--- config.mk ---
export PLATFORM = sky130hd
export DESIGN_NAME = c16_matrix_encoder
export DESIGN_NICKNAME = d
export VERILOG_FILES = /design/src/rtl/c16_matrix_encoder.sv
export SDC_FILE = /design/constraint.sdc
export NUM_CORES = 1
export LEC_CHECK = 0
export ABC_CLOCK_PERIOD_IN_PS = 4300
export CAP_MARGIN = 20
export CORE_UTILIZATION = 30
export CTS_BUF_LIST = sky130_fd_sc_hd__clkbuf_4 sky130_fd_sc_hd__clkbuf_8 sky130_fd_sc_hd__clkbuf_16
export CTS_CLUSTER_SIZE = 20
export DETAILED_ROUTE_END_ITERATION = 7
export DONT_BUFFER_PORTS = 1
export PLACE_DENSITY = 0.51
export SLEW_MARGIN = 5
export SYNTH_ARGS = -nofsm -noshare
export SYNTH_HDL_FRONTEND = slang
export SYNTH_SLANG_ARGS = --single-unit
--- constraint.sdc ---
create_clock -name clk -period 4.3 [get_ports clk]
set_input_delay 0.645 -clock clk [delete_from_list [all_inputs] [get_ports clk]]
set_output_delay 0.645 -clock clk [all_outputs]
set_load 0.05 [all_outputs]
--- src/rtl/c16_matrix_encoder.sv ---
// c16_matrix_encoder
//   Scans a Commodore 16 key matrix one key per cycle and converts every
//   state change into a PS/2 set-2 byte sequence ([E0] [F0] code), with GAP
//   idle cycles after each byte.
// Ports:
//   clk         system clock, rising edge
//   reset       synchronous active-high reset
//   keys_n      matrix state, 0 = pressed, bit index = col*8 + row
//   scancode    last delivered byte (held between strobes)
//   receiveflag one-cycle strobe, scancode valid
//   busy        high while an event is being emitted
module c16_matrix_encoder #(
  parameter int unsigned GAP = 15
) (
  input  logic        clk,
  input  logic        reset,
  input  logic [63:0] keys_n,
  output logic [7:0]  scancode,
  output logic        receiveflag,
  output logic        busy
);

  typedef enum logic [2:0] {SCAN, EMIT_E0, EMIT_F0, EMIT_CODE, GAP_WAIT} state_e;

  localparam logic [7:0] GAP_M1 = (GAP == 0) ? 8'd0 : 8'(GAP - 1);

  state_e      state_q, state_d;
  state_e      last_q, last_d;
  state_e      from_st, follow;
  logic [5:0]  ptr_q, ptr_d;
  logic [63:0] stored_q, stored_d;
  logic [5:0]  idx_q, idx_d;
  logic        brk_q, brk_d;
  logic [7:0]  gap_q, gap_d;
  logic [7:0]  scancode_q, scancode_d;
  logic        rf_q, rf_d;
  logic        finish;
  logic [8:0]  ptr_lut, idx_lut;

  // {extended, code}
  function automatic logic [8:0] code_lut(input logic [5:0] i);
    logic [8:0] r;
    r = '0;
    case (i)
      6'd0:  r = 9'h066; 6'd1:  r = 9'h026; 6'd2:  r = 9'h02E; 6'd3:  r = 9'h03D;
      6'd4:  r = 9'h046; 6'd5:  r = 9'h172; 6'd6:  r = 9'h16B; 6'd7:  r = 9'h016;
      6'd8:  r = 9'h05A; 6'd9:  r = 9'h01D; 6'd10: r = 9'h02D; 6'd11: r = 9'h035;
      6'd12: r = 9'h043; 6'd13: r = 9'h04D; 6'd14: r = 9'h05B; 6'd15: r = 9'h16C;
      6'd16: r = 9'h12F; 6'd17: r = 9'h01C; 6'd18: r = 9'h023; 6'd19: r = 9'h034;
      6'd20: r = 9'h03B; 6'd21: r = 9'h04B; 6'd22: r = 9'h052; 6'd23: r = 9'h014;
      6'd24: r = 9'h00C; 6'd25: r = 9'h025; 6'd26: r = 9'h036; 6'd27: r = 9'h03E;
      6'd28: r = 9'h045; 6'd29: r = 9'h175; 6'd30: r = 9'h174; 6'd31: r = 9'h01E;
      6'd32: r = 9'h005; 6'd33: r = 9'h01A; 6'd34: r = 9'h021; 6'd35: r = 9'h032;
      6'd36: r = 9'h03A; 6'd37: r = 9'h049; 6'd38: r = 9'h076; 6'd39: r = 9'h029;
      6'd40: r = 9'h006; 6'd41: r = 9'h01B; 6'd42: r = 9'h02B; 6'd43: r = 9'h033;
      6'd44: r = 9'h042; 6'd45: r = 9'h04C; 6'd46: r = 9'h05D; 6'd47: r = 9'h11F;
      6'd48: r = 9'h004; 6'd49: r = 9'h024; 6'd50: r = 9'h02C; 6'd51: r = 9'h03C;
      6'd52: r = 9'h044; 6'd53: r = 9'h04E; 6'd54: r = 9'h055; 6'd55: r = 9'h015;
      6'd56: r = 9'h054; 6'd57: r = 9'h012; 6'd58: r = 9'h022; 6'd59: r = 9'h02A;
      6'd60: r = 9'h031; 6'd61: r = 9'h041; 6'd62: r = 9'h04A; 6'd63: r = 9'h00D;
      default: r = '0;
    endcase
    return r;
  endfunction

  always_comb begin
    state_d  = state_q;
    last_d   = last_q;
    ptr_d    = ptr_q;
    stored_d = stored_q;
    idx_d    = idx_q;
    brk_d    = brk_q;
    gap_d    = gap_q;
    finish   = 1'b0;
    ptr_lut  = code_lut(ptr_q);

    // Byte that follows the one just emitted (or the one before the gap).
    from_st = (state_q == GAP_WAIT) ? last_q : state_q;
    case (from_st)
      EMIT_E0: follow = brk_q ? EMIT_F0 : EMIT_CODE;
      EMIT_F0: follow = EMIT_CODE;
      default: follow = SCAN;
    endcase

    case (state_q)
      SCAN: begin
        if (keys_n[ptr_q] != stored_q[ptr_q]) begin
          idx_d = ptr_q;
          brk_d = keys_n[ptr_q];
          if (ptr_lut[8])       state_d = EMIT_E0;
          else if (keys_n[ptr_q]) state_d = EMIT_F0;
          else                  state_d = EMIT_CODE;
        end else begin
          ptr_d = ptr_q + 6'd1;
        end
      end
      EMIT_E0, EMIT_F0, EMIT_CODE: begin
        last_d = state_q;
        if (GAP == 0) begin
          if (follow == SCAN) finish = 1'b1;
          else                state_d = follow;
        end else begin
          state_d = GAP_WAIT;
          gap_d   = GAP_M1;
        end
      end
      GAP_WAIT: begin
        if (gap_q != '0)          gap_d = gap_q - 8'd1;
        else if (follow == SCAN)  finish = 1'b1;
        else                      state_d = follow;
      end
      default: state_d = SCAN;
    endcase

    if (finish) begin
      stored_d[idx_q] = brk_q;
      ptr_d           = idx_q + 6'd1;
      state_d         = SCAN;
    end
  end

  // Outputs are registered on entry to an EMIT state so the strobe is
  // visible during the cycle the FSM sits in that state.
  always_comb begin
    idx_lut    = code_lut(idx_d);
    scancode_d = scancode_q;
    rf_d       = 1'b0;
    case (state_d)
      EMIT_E0:   begin scancode_d = 8'hE0;         rf_d = 1'b1; end
      EMIT_F0:   begin scancode_d = 8'hF0;         rf_d = 1'b1; end
      EMIT_CODE: begin scancode_d = idx_lut[7:0];  rf_d = 1'b1; end
      default:   ;
    endcase
  end

  always_ff @(posedge clk) begin
    if (reset) begin
      state_q    <= SCAN;
      last_q     <= SCAN;
      ptr_q      <= '0;
      stored_q   <= '1;
      idx_q      <= '0;
      brk_q      <= 1'b0;
      gap_q      <= '0;
      scancode_q <= '0;
      rf_q       <= 1'b0;
    end else begin
      state_q    <= state_d;
      last_q     <= last_d;
      ptr_q      <= ptr_d;
      stored_q   <= stored_d;
      idx_q      <= idx_d;
      brk_q      <= brk_d;
      gap_q      <= gap_d;
      scancode_q <= scancode_d;
      rf_q       <= rf_d;
    end
  end

  assign scancode    = scancode_q;
  assign receiveflag = rf_q;
  assign busy        = (state_q != SCAN);

endmodule

==> reports/results.ini <==
[routing]
drtAntennaViolNets=0
drtIter0Drc=554
vias_per_cell=5.53
wire_per_inst_um=18.6
vias=6234
drc=1
first_pass_iters=8
wl_mm=20.9

[timing]
finClkSkew_ns=0.0115
rsz0062_at_grt=no
max_freq_ghz=0.248
min_period_ns=4.03
layout_setup_ws_ns=0.270
hold_viol=0
fin_crit_sh_pct=93.7
slew_violations=0
worstMarginPinSlew_ns=0.892
fin_tns_setup_ns=0
setup_viol=0
relSlewSlack_pct=40.4

[power_and_ir_drop]
power_density_nw_per_um2=518
vdd_ir_drop_max_mv=0.200
p_leak_nw=2.89

[global_route]
grt_pass1_wl_mm=33.6
overflow=0
gr-usage-met2_pct=29.1
grt_use_met1_pct=25.5
track_usage_pct=18.1
grt_use_met3_pct=3.10
busiest_layer=met2
grt_pass1_vias=5769
antenna_found_initial=2
grt_start_max_net_pins=67

[place]
io_buffers=0
dp_hpwl_mm=14.4
dpl.cell_count=1109
gp_congestion=0.908
place_ws_ns=0.171

[worst_setup_path]
reg2reg_depth=15
crit_buf_inv=1
r2r_slack_ns=0.27
arrival_ns=4.26
critical_path_class=reg2reg
cpLargestDelayFamily=multiplexers
cp.required_ns=4.53
cp.depth=15
crit_top_cell=mux4_2
cp-end-kind=register
critPathSlowestCell=mux4_2
cp-start-kind=register
worstPathMaxFanout=16
slowest_delay_ns=0.51
crit_chain=buf_4 -> mux4_2 -> mux4_2 -> a2bb2oi_1 -> a22o_1 -> nand3_1 -> a21o_4 -> mux2_2 -> ha_1 -> o21ai_0 -> mux2i_1 -> o211ai_1 -> o22ai_1 -> a21oi_1 -> o31ai_1

[clock_network]
clock_sinks=101
root_buffer=clkbuf_16
cts-htree-levels=3
clk_pin_slew_ns=0.07
clk_latency_ns=0.36
cts_hold_buf=0
cts_tree=yes
max-clock-path-buffers=2
cts_buffers=9

[cells_and_area]
num_antenna_cells=0
post_route_cells_drive_above_1_share_pct=14.7
fillers=2321
fin_cells=1128
final_core_util_pct=34.2
nNetsFinal=920
syn2layout_area_growth_pct=10.6

[synthesis]
yosys_most_used_dff=dfxtp_1
ys_async_sr_fraction_pct=0
ys_seq_area_share_pct=29.7
synth_cells=863
syn-cell-area_um2=6810
synth_edf_count=0
syn-mean-instance-area_um2=7.89
yosys_warnings=0
ys_ff_latch=101
synth_top_area_share_pct=29.7
synth_cell_type_count=71
yosysTopAreaCell=dfxtp_1
yosys-top-cells-area=dfxtp_1, mux4_2, nand2_1, nand3_1, mux2i_1
syn_nets=940

[outcome]
run_status=finished, violations left
violations=DRC

[floorplanning]
dieArea_um2=23300
die_w_um=153
die_h_um=153
pin_count=76
fp.coreArea_um2=22000
num_rows=54
start_util_pct=30.9

[worst_hold_path]
min_path_cells=1
hp-class=in2reg

[job]
drv_cap=0

==> final timing paths <==
| check | start | to |
|---|---|---|
| setup / recovery | ptr_q[2] | scancode[3] |
| hold / removal | reset | gap_q[2] |
| setup reg to reg | ptr_q[2] | scancode[3] |
| hold reg to reg | stored_q[5] | stored_q[5] |
==> power breakdown <==
group	switching [mW]	internal [mW]
Sequential	0.196	1.03
Combinational	1.08	0.791
Clock	0.394	0.405
==> cell usage in the layout, fill, tap and decap left out, types with 3 or more instances in the layout <==
cell,synthesis,layout
a211o_1,3,3
a211oi_1,5,5
a21oi_1,43,43
a221oi_1,3,3
a2bb2oi_1,4,4
a31o_2,3,3
a31oi_1,6,6
and2_1,5,5
and3_1,4,4
buf_12,0,3
buf_4,1,39
clkbuf_16,0,10
clkinv_2,0,3
dfxtp_1,101,97
ha_1,11,11
inv_1,16,16
mux2_2,9,9
mux2i_1,47,46
mux4_2,29,29
nand2_1,156,156
nand2b_1,11,11
nand3_1,101,101
nand4_1,5,5
nor2_1,78,78
nor2b_1,9,9
nor3_1,14,12
nor3b_1,5,3
nor4_1,6,5
o211ai_1,8,8
o21ai_0,37,37
o221ai_1,3,3
o22ai_1,3,3
o31ai_1,4,4
o32ai_1,3,3
or2_2,3,3
xnor2_1,4,4
xor2_1,3,3
==> cell families (layout without fill, tap and decap cells) <==
logic type      count (synthesis)  after routing  synth area share (%)
xor+xnor                        7              7                 0.901
buf+inv                        93             78                  6.07
fa+ha+maj                      11             11                  2.02
simple gates                  409            409                  27.3
flops                         101            101                  29.7
mux                            88             88                  19.1
compound gates                154            154                  14.9
==> synthesized netlist by cell type (all sizes together) (11+ instances only) <==
library cell	count
nand2	156
dfxtp	101
nand3	101
nor2	78
clkbuf	51
mux2i	48
a21oi	43
o21ai	39
mux4	31
buf	24
inv	16
nor3	14
ha	11
nand2b	11
==> per-stage QoR <==
step                      total power, mW  area, µm²  hold slack (ns)
final                                3.90       7530            0.351
after global routing                 4.15       7530            0.340
after floorplan                      2.61       6810            0.432
after global placement               3.04       7200            0.445
after detailed placement             3.03       7200            0.452
after CTS                            3.83       7470            0.339
==> layout make-up <==
cell class / count / area (µm²) / area share [%]
Multi-Input combinational cell: 669 / 4420 / 58.6
Clock inverter: 6 / 43.8 / 0.581
Sequential cell: 101 / 2030 / 27.0
Tap cell: 280 / 350 / 4.65
Inverter: 18 / 67.6 / 0.897
Clock buffer: 10 / 233 / 3.09
Timing Repair Buffer: 44 / 389 / 5.17
==> sequential cells by signal, indices dropped and copies added, names as in the netlist <==
signal       count
brk_q            1
idx_q            6
stored_q        64
gap_q            8
receiveflag      1
scancode         8
last_q           3
ptr_lut          1
state_q          3
ptr_q            6
==> layer usage <==
metal,vias up,part of all wire (%)
li1,3057,-
met4,4,1.2
met3,24,4.4
met2,146,47
met5,-,0.14
met1,3003,48
==> worst register-to-register path: stages (launching register included) <==
cell,delay (ns)
dfxtp_2,0.41
buf_4,0.29
mux4_2,0.33
mux4_2,0.51
a2bb2oi_1,0.17
a22o_1,0.25
nand3_1,0.13
a21o_4,0.21
mux2_2,0.43
ha_1,0.35
o21ai_0,0.22
mux2i_1,0.10
o211ai_1,0.12
o22ai_1,0.11
a21oi_1,0.20
o31ai_1,0.08
==> what timing repair did <==
action                     in CTS  in global routing
gates resized for setup         0                  5
setup buffers                   0                  2
setup endpoints to repair       0                  3
(Power assumes the default switching activity.)
